[src/rtl/sap1_pkg.sv]
// Shared SAP-1 datapath types.
// Bus width and data word used by A, B, ALU and output register.
package sap1_pkg;

    localparam int DATA_W = 8;

    typedef logic [DATA_W-1:0] data_t;

endpackage

[src/rtl/load_reg.sv]
// Generic load-enabled register with asynchronous reset.
// Reused by register A, register B and the output register.
module load_reg #(
    parameter int               WIDTH     = 8,
    parameter logic [WIDTH-1:0] RESET_VAL = '0
) (
    input  logic             clk,
    input  logic             rst,
    input  logic             load,
    input  logic [WIDTH-1:0] d,
    output logic [WIDTH-1:0] q
);

    always_ff @(posedge clk or posedge rst) begin
        if (rst) begin
            q <= RESET_VAL;
        end else if (load) begin
            q <= d;
        end
    end

endmodule

[src/rtl/reg_a.sv]
// SAP-1 accumulator register A.
// Feeds the ALU, optionally drives the bus, and reports zero/neg flags.
module reg_a
    import sap1_pkg::*;
#(
    parameter int               WIDTH     = DATA_W,
    parameter logic [WIDTH-1:0] RESET_VAL = '0
) (
    input  logic             clk,
    input  logic             rst,
    input  logic             load,
    input  logic [WIDTH-1:0] bus,
    output logic [WIDTH-1:0] out,
    input  logic             en_out,
    output logic [WIDTH-1:0] bus_drv,
    output logic             bus_drv_valid,
    output logic             zero,
    output logic             neg
);

    logic [WIDTH-1:0] q;

    load_reg #(
        .WIDTH     (WIDTH),
        .RESET_VAL (RESET_VAL)
    ) u_reg (
        .clk  (clk),
        .rst  (rst),
        .load (load),
        .d    (bus),
        .q    (q)
    );

    // Flags come from the stored value only, so bus glitches never reach them.
    assign out           = q;
    assign zero          = (q == '0);
    assign neg           = q[WIDTH-1];
    assign bus_drv       = q & {WIDTH{en_out}};
    assign bus_drv_valid = en_out;

endmodule

[config.mk]
export PLATFORM = sky130hd
export DESIGN_NAME = reg_a
export DESIGN_NICKNAME = d
export VERILOG_FILES = /design/src/rtl/sap1_pkg.sv /design/src/rtl/load_reg.sv /design/src/rtl/reg_a.sv
export SDC_FILE = /design/constraint.sdc
export NUM_CORES = 1
export LEC_CHECK = 0
export CORE_AREA = 4 4 43 45
export CTS_CLUSTER_SIZE = 25
export DETAILED_ROUTE_END_ITERATION = 7
export DIE_AREA = 0 0 47 49
export GPL_TIMING_DRIVEN = 0
export PLACE_DENSITY = 0.69
export SLEW_MARGIN = 5
export SYNTH_ARGS = -nofsm -noshare
export SYNTH_HDL_FRONTEND = slang
export SYNTH_SLANG_ARGS = --single-unit
export TNS_END_PERCENT = 30
[constraint.sdc]
create_clock -name clk -period 1.18 [get_ports clk]
set_clock_uncertainty 0.2 [all_clocks]
set_input_delay 0.118 -clock clk [delete_from_list [all_inputs] [get_ports clk]]
set_output_delay 0.118 -clock clk [all_outputs]
set_load 0.005 [all_outputs]
==> results of run 1 <==
==> worst max path at each step <==
stage	endpoint	from
finish	zero	u_reg.q[2]$_DFFE_PP0P_
global route	zero	u_reg.q[2]$_DFFE_PP0P_
CTS	zero	u_reg.q[1]$_DFFE_PP0P_
detailed placement	zero	u_reg.q[4]$_DFFE_PP0P_
global placement	zero	u_reg.q[4]$_DFFE_PP0P_
floorplan	zero	u_reg.q[4]$_DFFE_PP0P_
==> where the power goes <==
part	switching, µW	internal, µW
sequential	20.7	302
combinational	82.9	199
clock	93.2	116
==> metrics by stage <==
step	instances	setup WS [ns]
finish	89	-0.539
global placement	76	-0.663
floorplan	31	-0.160
CTS	86	-0.532
detailed placement	76	-0.675
global route	89	-0.586
==> what timing repair did <==
action	in CTS	in global routing
hold endpoints to repair	8	0
hold buffers	1	0
setup buffers	6	5
cloned	0	0
pin swaps	4	1
setup endpoints to repair	19	27
gates resized for setup	60	29
==> routing by layer <==
layer | global-route usage | vias to the layer above
li1 | - | 189
met2 | 0.147 | 24
met4 | 0.0829 | 0
met3 | 0.0443 | 4
met1 | 0.111 | 195
met5 | 0 | -
==> cells in the final DEF (no fill, tap or decap), types with 2 or more instances in the layout <==
cell type and count:
clkdlybuf4s50_1 10, buf_2 3, clkbuf_4 3, or4_1 2, and2_4 8, clkbuf_2 9, buf_6 15, buf_4 4
dfrtp_1 8, mux2_2 8
==> layout make-up <==
cell class | instances | share of cell area
flip-flops and latches | 8 | 0.251
well taps | 16 | 0.0251
plain buffers | 3 | 0.0251
multi-input cells | 19 | 0.224
repair buffers | 39 | 0.437
inverters | 1 | 0.00940
clock buffers | 3 | 0.0282
==> worst max-delay path: stages, from the launching register on <==
cell	delay, ns
dfrtp_1	0.39
or4_1	0.53
nor2_1	0.11
buf_2	0.12
==> logic make-up (layout without fill, tap and decap cells) <==
kind of cell / count (synthesis) / after routing / share of synthesized area
mux: 8 / 8 / 0.235
buf+inv: 4 / 46 / 0.0619
simple gates: 11 / 11 / 0.182
flops: 8 / 8 / 0.521
==> out/qor.csv, run 1 <==
stage;metric;value;unit
global_route;grtUsageTotal;0.102;
finish;final_layout_size_suffix_gt1_frac;0.699;
synthesis;netlist.top_cell.by_area;dfrtp_1;
synthesis;synthesis.nets;43;
routing;met3_length;153;µm
clocking;cts_buffer_depth;2;
timing;rsz0062_at_grt;yes;
routing;dr.first_iter.drc_count;1;
synthesis;synth.cells.most_frequent;dfrtp_1, mux2_2, and2_1;
synthesis;synth_top_flop_cell;dfrtp_1;
synthesis;synth_seq_area_share;0.521;
clocking;h-tree-depth;1;
hold_path;holdCritStartpoint;load;
synthesis;post-synth-top-area-fraction;0.521;
clocking;cts_tree;done;
finish;area.growth.synth_to_final;108;%
finish;fillers;147;
hold_path;worst_hold_path_type;primary input to flop;
timing;slew_violations;0;
floorplanning;fp.dieArea;0.00230;mm²
worst_setup_path;crit_path_start_kind;flop;
clocking;cts_root_buffer;clkbuf_4;
synthesis;synthesis.yosys.warnings;0;
power;p_total;815;µW
synthesis;synthArstFlopShare;1.00;
worst_setup_path;worst_r2r_startpoint;u_reg.q[4]$_DFFE_PP0P_;
synthesis;syn-mean-instance-area;12.4;µm²
clocking;clk_pin_slew_worst_paths;0.05;ns
worst_setup_path;critPathCaptureType;output port;
placement;port_buffers;29;
routing;average_wire_per_cell_in_the_routed_design;12.3;µm
floorplanning;core_area;0.00147;mm²
finish;multi_input_area;179;µm²
timing;fmaxAchievable;582;MHz
routing;ant_nets;0;
worst_setup_path;timing.setup.critical_path_class;flop to output port;
timing;timing.setup.tns;-1.84;ns
clocking;cts-buffers-inserted;3;
finish;fin_util;0.543;
placement;placement.cell_area;694;µm²
routing;routed_via_density;4.63;
synthesis;synth.ff_latch_count;8;
synthesis;ys_types;9;
routing;wl_met2;510;µm
timing;worst_hold_slack;0.0653;ns
finish;nets;87;
global_route;first_global_vias;405;
timing;timing.final.ws_setup;-0.539;ns
synthesis;synthTopCellsByArea;dfrtp_1, mux2_2, and2_1;
routing;num_vias;412;
finish;final_area;798;µm²
timing;finalHoldViolations;0;
finish;flip_flop_count_of_the_largest_register_after_layout;8;
worst_setup_path;critical_path_arrival;1.40;ns
timing;max-slew-margin-rel;0.877;
worst_setup_path;critPathMaxFanout;2;
global_route;grt_antenna_before_repair;0;
global_route;globalRouteOverflowTotal;0;
floorplanning;placement_rows;14;
synthesis;mappedNetlistArea;384;µm²
floorplanning;top_level_i_o_count;31;
routing;drcViolationCount;0;
worst_setup_path;worst-r2r-setup-slack;0.01;ns
routing;drtPass1Iterations;3;
timing;report.final.setup_viol;17;
timing;fin_crit_sh;1.46;
placement;place_congestion;0.591;
synthesis;synth_cells;31;
power;p_leak;0.000383;µW
finish;antenna_cells_inserted;0;
synthesis;synth_enable_flop_cells;0;
floorplanning;die_height;49;µm
power;worst_ir_drop_vdd;533;µV
hold_path;hold-path-cell-count;2;
global_route;grt_pass1_wl;1680;µm
timing;worstMarginPinSlew;0.185;ns
job;drv_cap;0;
outcome;failed_checks;setup timing;
worst_setup_path;crit-reg2reg-capture;u_reg.q[4]$_DFFE_PP0P_;
outcome;run_status;complete, but fails checks;
routing;routed_wl;1090;µm
timing;timing.final.crit_period;1.72;ns
finish;area.sequential;200;µm²
floorplanning;dieWidth;47;µm
power;power_density;1020;mW/mm²
global_route;grt_start_max_net_pins;10;
floorplanning;start_util;0.261;
worst_setup_path;r2r.worst_path.cells;3;
clocking;clock_sink_total;8;
clocking;clkLatencyLatePin;0.25;ns
worst_setup_path;cp_data_required_time;0.86;ns
finish;layout_top_registers;u_reg.q x8;
finish;top_register;u_reg.q;
routing;routed.top_layer;met4;
routing;wirelength_met1;398;µm
hold_path;holdPathEnd;u_reg.q[1]$_DFFE_PP0P_;
Note: power is estimated with default switching activity, not from simulation.
==> run 2, diff against run 1 <==
--- a/config.mk
+++ b/config.mk
@@ -10,9 +10,9 @@
 export DETAILED_ROUTE_END_ITERATION = 7
 export DIE_AREA = 0 0 47 49
 export GPL_TIMING_DRIVEN = 0
+export HOLD_SLACK_MARGIN = 0.15
 export PLACE_DENSITY = 0.69
 export SLEW_MARGIN = 5
 export SYNTH_ARGS = -nofsm -noshare
 export SYNTH_HDL_FRONTEND = slang
 export SYNTH_SLANG_ARGS = --single-unit
-export TNS_END_PERCENT = 30
==> run 2 against run 1 <==
Compared with the run above: the run still ends with setup timing left; core utilization increased by 6.3 points; sequential cell count unchanged; critical path type unchanged; total power increased by 8.6%.
==> out/qor.csv, run 2 (synthesis results as in run 1) <==
stage;metric;value;unit;change
outcome;run_status;complete, but fails checks;;unchanged
outcome;failed_checks;setup timing;;unchanged
clocking;clkLatencyLatePin;0.25;ns;about the same
placement;port_buffers;29;;unchanged
worst_setup_path;critical_path_arrival;1.40;ns;about the same
timing;fmaxAchievable;583;MHz;was 582 MHz
finish;fin_util;0.605;;was 0.543
finish;mostFrequentLayoutCell;buf_6;;unchanged
global_route;grt_pass1_wl;2030;µm;was 1680 µm
global_route;grt_start_max_net_pins;10;;unchanged
timing;report.final.setup_viol;19;;was 17
clocking;cts-buffers-inserted;3;;unchanged
routing;num_vias;419;;was 412
global_route;globalRouteOverflowTotal;0;;unchanged
worst_setup_path;worst-r2r-setup-slack;-0.01;ns;was 0.01 ns
placement;placement.cell_area;694;µm²;unchanged
power;p_leak;0.000418;µW;was 0.000383 µW
global_route;grt_antenna_before_repair;0;;unchanged
clocking;hold_buffers;1;;unchanged
floorplanning;top_level_i_o_count;31;;unchanged
routing;drtPass1Iterations;3;;unchanged
floorplanning;start_util;0.261;;unchanged
finish;antenna_cells_inserted;0;;unchanged
finish;nets;90;;was 87
hold_path;worst_hold_path_type;primary input to flop;;unchanged
timing;timing.final.crit_period;1.71;ns;was 1.72 ns
finish;final_cell_mix;buf_6, clkdlybuf4s50_1, mux2_2, dfrtp_1, and2_4;;was buf_6, clkdlybuf4s50_1, clkbuf_2
timing;rsz0062_at_grt;yes;;unchanged
routing;average_wire_per_cell_in_the_routed_design;13.5;µm;was 12.3 µm
clocking;h-tree-depth;1;;unchanged
finish;top_register;u_reg.q;;unchanged
routing;routed_via_density;4.55;;was 4.63
floorplanning;core_area;0.00147;mm²;unchanged
routing;ant_nets;0;;unchanged
floorplanning;fp.dieArea;0.00230;mm²;unchanged
clocking;clock_sink_total;8;;unchanged
timing;max-slew-margin-rel;0.870;;was 0.877
placement;place_congestion;0.591;;unchanged
worst_setup_path;crit_path_start_kind;flop;;unchanged
worst_setup_path;critPathMaxFanout;2;;unchanged
worst_setup_path;timing.setup.critical_path_class;flop to output port;;unchanged
finish;flip_flop_count_of_the_largest_register_after_layout;8;;unchanged
clocking;cts_root_buffer;clkbuf_4;;unchanged
floorplanning;dieWidth;47;µm;unchanged
timing;finalHoldViolations;0;;unchanged
finish;final_area;891;µm²;was 798 µm²
routing;routed_wl;1240;µm;was 1090 µm
job;drv_cap;0;;unchanged
worst_setup_path;cp-startpoint;u_reg.q[1]$_DFFE_PP0P_;;was u_reg.q[2]$_DFFE_PP0P_
power;power_density;993;mW/mm²;was 1020 mW/mm²
timing;worstMarginPinSlew;0.196;ns;was 0.185 ns
hold_path;holdCritStartpoint;load;;unchanged
finish;layout_top_registers;u_reg.q x8;;unchanged
routing;dr.first_iter.drc_count;4;;was 1
clocking;cts_buffer_depth;2;;unchanged
global_route;grtUsageTotal;0.128;;was 0.102
floorplanning;die_height;49;µm;unchanged
clocking;clk_pin_slew_worst_paths;0.06;ns;was 0.05 ns
timing;fin_crit_sh;1.45;;was 1.46
power;worst_ir_drop_vdd;586;µV;was 533 µV
worst_setup_path;critPathCaptureType;output port;;unchanged
clocking;cts_tree;done;;unchanged
floorplanning;placement_rows;14;;unchanged
worst_setup_path;worst_r2r_startpoint;u_reg.q[4]$_DFFE_PP0P_;;unchanged
global_route;first_global_vias;450;;was 405
finish;final_layout_size_suffix_gt1_frac;0.737;;was 0.699
finish;area.growth.synth_to_final;132;%;was 108%
timing;timing.final.ws_setup;-0.535;ns;was -0.539 ns
routing;drcViolationCount;0;;unchanged
worst_setup_path;cp_data_required_time;0.86;ns;about the same
timing;slew_violations;0;;unchanged
[run 2: cell count changes in the layout (fill, tap and decap cells not counted), sizes merged]
cell    previous run  this run
buf               22        33
clkbuf            12         4
[run 2: metrics by stage]
stage	setup TNS, ns	cells	hold slack [ns]	power, µW	setup slack [ns]
floorplan	-0.160	31	-0.266	397	-0.160
global placement	-5.70	76	0.186	548	-0.663
detailed placement	-5.80	76	0.187	551	-0.675
CTS	-3.22	96	0.0663	897	-0.532
global route	-3.09	92	0.0840	937	-0.575
finish	-2.51	92	0.0755	885	-0.535
[run 2: path summary, 6_finish.rpt]
kind	endpoint	depth (start not counted)
worst max-delay path	zero	3
worst min-delay path	u_reg.q[2]$_DFFE_PP0P_	2
worst max register to register	u_reg.q[4]$_DFFE_PP0P_	3
worst min register to register	u_reg.q[2]$_DFFE_PP0P_	2
max in group asynchronous	u_reg.q[4]$_DFFE_PP0P_	3
min in group asynchronous	u_reg.q[3]$_DFFE_PP0P_	3
[run 2: power breakdown]
part | switching [µW] | internal [µW] | leakage (µW)
clock | 94.6 | 116 | 0.0000138
combinational | 100 | 250 | 0.000311
sequential | 20.8 | 302 | 0.0000935
total | 216 | 669 | 0.000418
[run 2: area by class of cell]
| class | count | area [µm²] |
|---|---|---|
| Buffer | 2 | 12.5 |
| Clock buffer | 3 | 22.5 |
| Fill cell | 125 | 581 |
| Inverter | 1 | 7.51 |
| Multi-Input combinational cell | 19 | 186 |
| Sequential cell | 8 | 200 |
| Tap cell | 16 | 20.0 |
| Timing Repair Buffer | 43 | 442 |
[run 2: layer usage]
layer | part of all wire | global-route usage
met3 | 0.12 | 0.0443
met2 | 0.52 | 0.210
met4 | 0.025 | 0.0829
met1 | 0.33 | 0.129
met5 | 0 | 0
[run 2: repair_timing]
action,in CTS,in global routing
buffers inserted,16,4
endpoints found under the hold margin,16,8
setup endpoints to repair,19,32
gates resized for setup,106,15
pin swaps,5,2
[run 2: critical path, cell delays in order (launching register included)]
cell	delay [ns]
dfrtp_1	0.39
or4_4	0.54
nor2_2	0.09
buf_2	0.12
==> run 3, diff against run 2 <==
--- a/config.mk
+++ b/config.mk
@@ -5,13 +5,13 @@
 export SDC_FILE = /design/constraint.sdc
 export NUM_CORES = 1
 export LEC_CHECK = 0
-export CORE_AREA = 4 4 43 45
+export CORE_AREA = 4 4 41 43
 export CTS_CLUSTER_SIZE = 25
 export DETAILED_ROUTE_END_ITERATION = 7
-export DIE_AREA = 0 0 47 49
+export DIE_AREA = 0 0 45 47
 export GPL_TIMING_DRIVEN = 0
 export HOLD_SLACK_MARGIN = 0.15
-export PLACE_DENSITY = 0.69
+export PLACE_DENSITY = 0.72
 export SLEW_MARGIN = 5
 export SYNTH_ARGS = -nofsm -noshare
 export SYNTH_HDL_FRONTEND = slang
==> constraint.sdc (replaced) <==
create_clock -name clk -period 2.1 [get_ports clk]
set_clock_uncertainty 0.2 [all_clocks]
set_input_delay 0.21 -clock clk [delete_from_list [all_inputs] [get_ports clk]]
set_output_delay 0.21 -clock clk [all_outputs]
set_load 0.005 [all_outputs]
==> run 3 against run 2 <==
Compared with the run above: the flow now finishes without violations; worst hold slack better by 0.084 ns; sequential power is 42% lower; worst setup slack better by 0.69 ns; highest routed layer unchanged; combinational power is 65% lower; critical path depth stayed put; clock power is 45% lower; register-to-register slack better by 1.1 ns; via count is 15% lower; global-route usage is 2.0 points lower; non-clock buffer count is 12 lower; first-iteration DRC count is 50% lower; largest cell class unchanged; count of clock-buffer cells in the layout stayed put.
==> out/qor.csv, run 3 (synthesis results as in run 1) <==
stage;metric;value;unit;change
global_route;grtUsageTotal;0.108;;was 0.128
timing;worstMarginPinSlew;0.298;ns;was 0.196 ns
finish;final_layout_size_suffix_gt1_frac;0.234;;was 0.737
finish;multi_input_area;160;µm²;was 186 µm²
clocking;h-tree-depth;1;;unchanged
routing;routed_wl;1010;µm;was 1240 µm
worst_setup_path;slowest_stage_cell_on_the_critical_path;or4_1;;was or4_4
global_route;globalRouteOverflowTotal;0;;unchanged
job;drv_cap;0;;unchanged
timing;report.final.setup_viol;0;;was 19
routing;routed_via_density;4.52;;was 4.55
power;power_density;583;mW/mm²;was 993 mW/mm²
worst_setup_path;critPathCaptureType;output port;;unchanged
clocking;clk_pin_slew_worst_paths;0.05;ns;was 0.06 ns
clocking;cts_root_buffer;clkbuf_4;;unchanged
worst_setup_path;crit_path_cell_trace;or4_1 > nor2_1 > dlygate4sd2_1;;was or4_4 > nor2_2 > buf_2
floorplanning;core_area;0.00130;mm²;was 0.00147 mm²
timing;slew_violations;0;;unchanged
worst_setup_path;cp-startpoint;u_reg.q[4]$_DFFE_PP0P_;;was u_reg.q[1]$_DFFE_PP0P_
floorplanning;placement_rows;13;;was 14
worst_setup_path;crit-reg2reg-capture;u_reg.q[4]$_DFFE_PP0P_;;unchanged
finish;final_area;724;µm²;was 891 µm²
worst_setup_path;cp_slowest_stage_delay;0.52;ns;was 0.54 ns
placement;place_congestion;0.652;;was 0.591
power;p_leak;0.000302;µW;was 0.000418 µW
floorplanning;start_util;0.295;;was 0.261
clocking;cts_tree;done;;unchanged
timing;fin_crit_sh;0.927;;
clocking;cts_buffer_depth;2;;unchanged
placement;dp_slack;0.132;ns;was -0.675 ns
worst_setup_path;worst-r2r-setup-slack;1.10;ns;was -0.01 ns
floorplanning;fp.dieArea;0.00212;mm²;was 0.00230 mm²
finish;layout_top_registers;u_reg.q x8;;unchanged
clocking;cts-buffers-inserted;3;;unchanged
timing;max-slew-margin-rel;0.801;;was 0.870
global_route;grt_pass1_wl;1610;µm;was 2030 µm
worst_setup_path;timing.setup.critical_path_class;flop to output port;;unchanged
finish;area.sequential;200;µm²;unchanged
timing;timing.setup.tns;0;ns;was -2.51 ns
worst_setup_path;worstSetupPathDepth;3;;unchanged
global_route;grt_antenna_before_repair;0;;unchanged
worst_setup_path;path_buf_inv;1;;unchanged
routing;drcViolationCount;0;;unchanged
worst_setup_path;critical_path_arrival;1.54;ns;was 1.40 ns
routing;dr.first_iter.drc_count;2;;was 4
hold_path;worst_hold_path_type;primary input to flop;;unchanged
outcome;run_status;finished clean;;was complete, but fails checks
global_route;first_global_vias;380;;was 450
power;worst_ir_drop_vdd;314;µV;was 586 µV
worst_setup_path;setup.worst_path.end;zero;;unchanged
worst_setup_path;crit_path_start_kind;flop;;unchanged
finish;flip_flop_count_of_the_largest_register_after_layout;8;;unchanged
finish;antenna_cells_inserted;0;;unchanged
worst_setup_path;worst_r2r_startpoint;u_reg.q[4]$_DFFE_PP0P_;;unchanged
clocking;clkLatencyLatePin;0.25;ns;about the same
placement;detailed_place_hpwl;821;µm;
placement;port_buffers;29;;unchanged
routing;drtPass1Iterations;2;;was 3
timing;finalHoldViolations;0;;unchanged
global_route;grt_start_max_net_pins;10;;unchanged
floorplanning;dieWidth;45;µm;was 47 µm
worst_setup_path;critPathMaxFanout;4;;was 2
routing;num_vias;357;;was 419
routing;ant_nets;0;;unchanged
finish;area.growth.synth_to_final;88.6;%;was 132%
finish;final_cell_count_no_fill;79;;was 92
clocking;clock_sink_total;8;;unchanged
floorplanning;top_level_i_o_count;31;;unchanged
clocking;cts_setup_buffers;0;;was 16
finish;nets;78;;was 90
worst_setup_path;cp_data_required_time;1.69;ns;was 0.86 ns
worst_setup_path;r2r.worst_path.cells;1;;was 3
worst_setup_path;worst_path_dominant_cell_family;simple AND/OR/NAND/NOR gates;;unchanged
timing;timing.final.crit_period;1.95;ns;
finish;top_register;u_reg.q;;unchanged
finish;final_cell_mix;clkdlybuf4s50_1, mux2_2, dfrtp_1, and2_1, clkbuf_4;;was buf_6, clkdlybuf4s50_1, mux2_2, dfrtp_1, and2_4
routing;average_wire_per_cell_in_the_routed_design;12.8;µm;was 13.5 µm
timing;timing.final.ws_setup;0.153;ns;was -0.535 ns
placement;placement.cell_area;693;µm²;was 694 µm²
timing;rsz0062_at_grt;no;;was yes
placement;placed_cells;75;;was 76
floorplanning;die_height;47;µm;was 49 µm
timing;worst_hold_slack;0.160;ns;was 0.0755 ns
timing;fmaxAchievable;514;MHz;
finish;fillers;130;;was 125
finish;mostFrequentLayoutCell;clkdlybuf4s50_1;;was buf_6
-- run 3: power by group --
group | switching [µW] | internal [µW] | total (µW)
combinational | 31.5 | 90.6 | 122
clock | 49.5 | 65.2 | 115
sequential | 15.6 | 170 | 186
total | 96.6 | 326 | 423
-- run 3: worst min path at each step --
stage,startpoint,end,slack (ns),cells past startpoint
after CTS,load,u_reg.q[1]$_DFFE_PP0P_,0.15,2
after floorplan,rst,u_reg.q[0]$_DFFE_PP0P_,-0.17,1
final,load,u_reg.q[0]$_DFFE_PP0P_,0.16,2
after global routing,load,u_reg.q[5]$_DFFE_PP0P_,0.15,2
after global placement,rst,u_reg.q[2]$_DFFE_PP0P_,0.28,2
after detailed placement,rst,u_reg.q[2]$_DFFE_PP0P_,0.28,2
-- run 3: metal layers --
layer,routed length [µm],global-route usage
met1,411,0.128
met5,0,0
met3,137,0.0230
met4,31,0.0877
met2,429,0.169
-- run 3: layout make-up --
cell class                 count  area share
buffer                         3      0.0276
clock buffer                   3      0.0311
inverter                       1     0.00518
multi-input combinational     19       0.221
sequential                     8       0.276
tap                           15      0.0259
timing repair buffer          30       0.413
-- run 3: metrics by stage --
step	utilization	total power, µW
after global routing	0.557	452
after detailed placement	0.533	311
after CTS	0.557	433
after global placement	0.533	308
after floorplan	-	223
final	0.557	423
-- run 3: what timing repair did --
action                                  CTS  global route
endpoints found under the hold margin     8             0
endpoints found under the setup margin    1             0
gates resized for setup                   1             0
hold buffers                              1             0
==> variant 1: new RTL, settings of run 2 <==
Add an input register stage for `en_out`, without a reset; this delays it by one clock. The other inputs are not delayed to match.
--- a/src/rtl/reg_a.sv
+++ b/src/rtl/reg_a.sv
@@ -20,2 +20,8 @@
 
+    logic en_out_q;
+
+    always_ff @(posedge clk) begin
+        en_out_q <= en_out;
+    end
+
     logic [WIDTH-1:0] q;
@@ -37,4 +43,4 @@
     assign neg           = q[WIDTH-1];
-    assign bus_drv       = q & {WIDTH{en_out}};
-    assign bus_drv_valid = en_out;
+    assign bus_drv       = q & {WIDTH{en_out_q}};
+    assign bus_drv_valid = en_out_q;
 
Formal check against the unedited RTL: not equivalent (a bounded check fails within 4 cycles, from zero or initial values and one cycle with rst high).
==> variant 1 against run 2 <==
The flow still finishes with violations (setup timing); routed wire length is 7.4% higher; core utilization is 5.3 points higher; power is 8.5% higher; final area is 8.7% higher; die area stayed put; area after synthesis is 3.3% higher; maximum frequency is 0.37% lower; sequential power is 11% higher; sequential cell count is 1 higher; critical path type unchanged; setup slack worse by 6.3 ps; via count is 4.5% higher.
==> variant 1: results (changes against run 2) <==
| Metric | Value |
|---|---|
| Worst Setup Slack post-DPL | -688.9 ps (-13.53 ps) |
| Total Nets Final | 97 (+7.8%) |
| First-pass DRT Iterations | 2 (-1) |
| Placed cell areas | 706.9 um2 (+1.8%) |
| Synth top area cells | dfrtp_1, mux2_2, and2_1, dfxtp_1, or4_1 |
| Reg area | 224.0 um2 (+12%) |
| Final TNS setup | -3449 ps (-934.6 ps) |
| Mean Syn Cell Area | 12.79 um2 (+3.3%) |
| Fin Hold WS | 82.41 ps (+6.879 ps) |
| Share of the yosys chip area belonging to registers | 55.52% (+3.4 points) |
| Leak pwr | 0.4648 nW (+11%) |
| Synth top cells by count | dfrtp_1, mux2_2, and2_1 |
| Peak VDD IR | 0.5937 mV (+1.4%) |
| Asr flop ratio synth | 88.89% (-11 points) |
| Clock network area share | 2.713% (+0.19 points) |
| Insertion delay to the later sink of the worst-skew pair | 250 ps (about the same) |
| Fillers | 128 (+2.4%) |
| Final setup viols | 19 (unchanged) |
| First-pass GRT wire length | 2.145 mm (+5.8%) |
| Normalized max-slew margin | 86.27% (-0.68 points) |
| Area of the multi-input gates | 183.9 um2 (-1.3%) |
| Reg-to-reg setup timing slack | -250 ps (-240 ps) |
| DR iter-0 viols | 1 (-3) |
| Hold Buf Count CTS | 2 (+1) |
| Netlist cell types | 10 (+1) |
| Placer congestion estimate | 0.6317 (+6.9%) |
| Final non-clock buffer share | 52.33% (+1.3 points) |
| Status | finished with violations |
| Vias | 438 (+4.5%) |
| Failing checks | setup timing |
| Worst setup margin | -541.0 ps (-6.346 ps) |
| HPWL after DPL | 823 um |
| Wirelength per Cell | 13.29 um (-1.2%) |
| Yosys reg bits | 9 (+1) |
| Clkbuf count | 4 (+1) |
| Share of cells above drive strength 1 | 69.05% (-4.6 points) |
| Total Routing Usage GR | 13.35% (+0.55 points) |
| Largest net degree at the start of global routing | 9 (-1) |
| Vias in the first global route | 458 (+1.8%) |
| Area Growth Syn to Fin | 144.2% |
-- variant 1: cell count changes in the layout (fill, tap and decap cells not counted), sizes merged --
cell / change
clkbuf: +2
dlygate4sd3: +1
dfxtp: +1
dlymetal6s2s: +1
buf: +2
clkdlybuf4s15: +1
-- variant 1: path summary, 6_finish.rpt --
| path | end | depth (start not counted) | startpoint |
|---|---|---|---|
| min in group asynchronous | u_reg.q[5] | 3 | rst |
| max in group asynchronous | u_reg.q[0] | 3 | rst |
| worst max-delay path | zero | 3 | u_reg.q[5] |
| worst min-delay path | u_reg.q[3] | 2 | load |
| worst min register to register | u_reg.q[2] | 1 | u_reg.q[2] |
| worst max register to register | u_reg.q[4] | 5 | u_reg.q[4] |
-- variant 1: routing by layer --
layer	share of wire (%)	wire (um)	GRT usage, %
met5	0	0	0
met3	9.1	121	4.059
met1	37	490	15.35
met2	53	704	21.27
met4	0.90	12	6.912
-- variant 1: cells by family (layout without fill, tap and decap cells) --
logic type / count (synthesis) / after routing / share of synthesized area (%)
mux: 8 / 8 / 22.71
flops: 9 / 9 / 55.52
simple gates: 11 / 11 / 17.66
buf+inv: 3 / 56 / 4.100
-- variant 1: power groups by stage --
| stage | Combinational [mW] | Sequential [mW] | Clock (mW) |
|---|---|---|---|
| 2_1_floorplan | 0.0640 | 0.369 | 0 |
| 3_5_place_dp | 0.213 | 0.374 | 0 |
| 5_1_grt | 0.399 | 0.363 | 0.267 |
| 3_3_place_gp | 0.210 | 0.371 | 0 |
| 4_1_cts | 0.314 | 0.357 | 0.242 |
| 6_report | 0.371 | 0.360 | 0.230 |
-- variant 1: timing repair --
item | in CTS | in global routing
resized for setup | 85 | 25
pin swaps | 4 | 1
setup buffers | 15 | 10
endpoints found under the hold margin | 17 | 8
endpoints found under the setup margin | 19 | 28
==> variant 2: new RTL, config.mk and constraints of run 2 <==
Without the edit above. `DATA_W`: 8 -> 9.
--- a/src/rtl/sap1_pkg.sv
+++ b/src/rtl/sap1_pkg.sv
@@ -4,3 +4,3 @@
 
-    localparam int DATA_W = 8;
+    localparam int DATA_W = 9;
 
Ports: changed (resized bus, bus_drv and out); port bits go from 31 to 34. The function was not compared with the original's and may differ.
==> variant 2 against run 2 <==
Final area rose by 1.8%; global-route usage rose by 0.17 points; sequential cell count rose by 1; setup slack got worse by 61 ps; power rose by 5.2%; non-clock buffer count rose by 2; routed wire length rose by 7.8%; the flow still finishes with violations (setup timing); register-to-register slack got worse by 60 ps; combinational power fell by 7.7%; via count rose by 2.4%; area after synthesis rose by 14%; count of clock-buffer cells in the layout rose by 1; critical path depth did not move.
==> variant 2: results (changes against run 2) <==
| Metric | Value |
|---|---|
| Share of the yosys chip area belonging to registers | 51.58% (-0.54 points) |
| Arrival time worst endpoint | 1460 ps (+60 ps) |
| Final setup viols | 21 (+2) |
| Peak VDD IR | 0.6265 mV (+7.0%) |
| Reg-to-reg setup timing slack | -70 ps (-60 ps) |
| Port buffer count | 32 (+10%) |
| DR iter-0 viols | 3 (-1) |
| Wirelength per Cell | 13.61 um (+1.2%) |
| Critical Path Source | u_reg.q[5] |
| Metal3 WL | 157 um (+3.3%) |
| #MultiIn Comb | 21 (+2) |
| Leak pwr | 0.4398 nW (+5.2%) |
| Placer congestion estimate | 0.6221 (+5.2%) |
| First-pass DRT Iterations | 4 (+1) |
| Clkbuf count | 4 (+1) |
| Met2 routed WL | 635 um (-0.94%) |
| Area of the multi-input gates | 217.7 um2 (+17%) |
| Total Routing Usage GR | 12.97% (+0.17 points) |
| Total Nets Final | 96 (+6.7%) |
| Share of cells above drive strength 1 | 58.54% (-15 points) |
| Num sequential | 9 (+1) |
| Largest net degree at the start of global routing | 11 (+1) |
| Met1 wire length | 488 um (+18%) |
| Placed cell areas | 785.8 um2 (+13%) |
| Worst setup margin | -595.8 ps (-61.15 ps) |
| Gate Count Post-Synth | 34 (+9.7%) |
| Worst-margin pin slew | 230.0 ps (+34.29 ps) |
| Clock network area share | 2.897% (+0.37 points) |
| Fillers | 119 (-4.8%) |
| Worst R2R Start | u_reg.q[7] |
| Crit Path Category | reg -> out |
| Synth top area cells | dfrtp_1, mux2_1, and2_1, buf_4, nor4_2 |
| Synth top cells by count | and2_1, dfrtp_1, mux2_1 |
| Count of non-CTS buffers in the layout | 47 (+4.4%) |
| Failing checks | setup timing |
| R2R Path End | u_reg.q[7] |
| Fin Hold WS | 80.25 ps (+4.720 ps) |
| Inst Count DP | 82 (+7.9%) |
| Synthesized Nets | 47 (+9.3%) |
| Routed WL | 1.334 mm (+7.8%) |
| Reg area | 225.2 um2 (+13%) |
| First-pass GRT wire length | 2.070 mm (+2.1%) |
| Top Registers | u_reg.q (9) |
| Hold Buf Count CTS | 1 (unchanged) |
| Mux cell area share after synthesis | 23.21% (-0.24 points) |
| CP max stage cell | or4_4 |
| Final TNS setup | -2491 ps (+22.65 ps) |
| Status | finished with violations |
| Final non-clock buffer share | 45.24% (-5.7 points) |
| Seq/total area | 24.83% (+2.4 points) |
| WHS Endpoint | u_reg.q[4] |
## variant 2: changes by cell type in the layout (fill, tap and decap cells not counted), moves of 3 or more
cell | before | now
mux2_2 | 8 | 0
and2_1 | 1 | 5
and2_4 | 7 | 4
mux2_1 | 0 | 6
buf_2 | 4 | 11
buf_6 | 27 | 16
mux2_4 | 0 | 3
buf_4 | 2 | 6
## variant 2: report_power, final
| group | internal [mW] | total (mW) | switching (mW) |
|---|---|---|---|
| Sequential | 0.340 | 0.363 | 0.0234 |
| Combinational | 0.222 | 0.324 | 0.102 |
| Clock | 0.131 | 0.244 | 0.113 |
## variant 2: repair_timing
item / CTS / global route
cloned: 0 / 0
buffers inserted: 11 / 5
endpoints found under the setup margin: 21 / 33
pin swaps: 4 / 0
gates resized for setup: 95 / 17
hold endpoints to repair: 18 / 9
## variant 2: layer usage
metal	track usage, %	up-vias
li1	-	210
met1	13.90	191
met2	19.46	23
met3	4.059	5
met4	11.06	0
met5	0	-
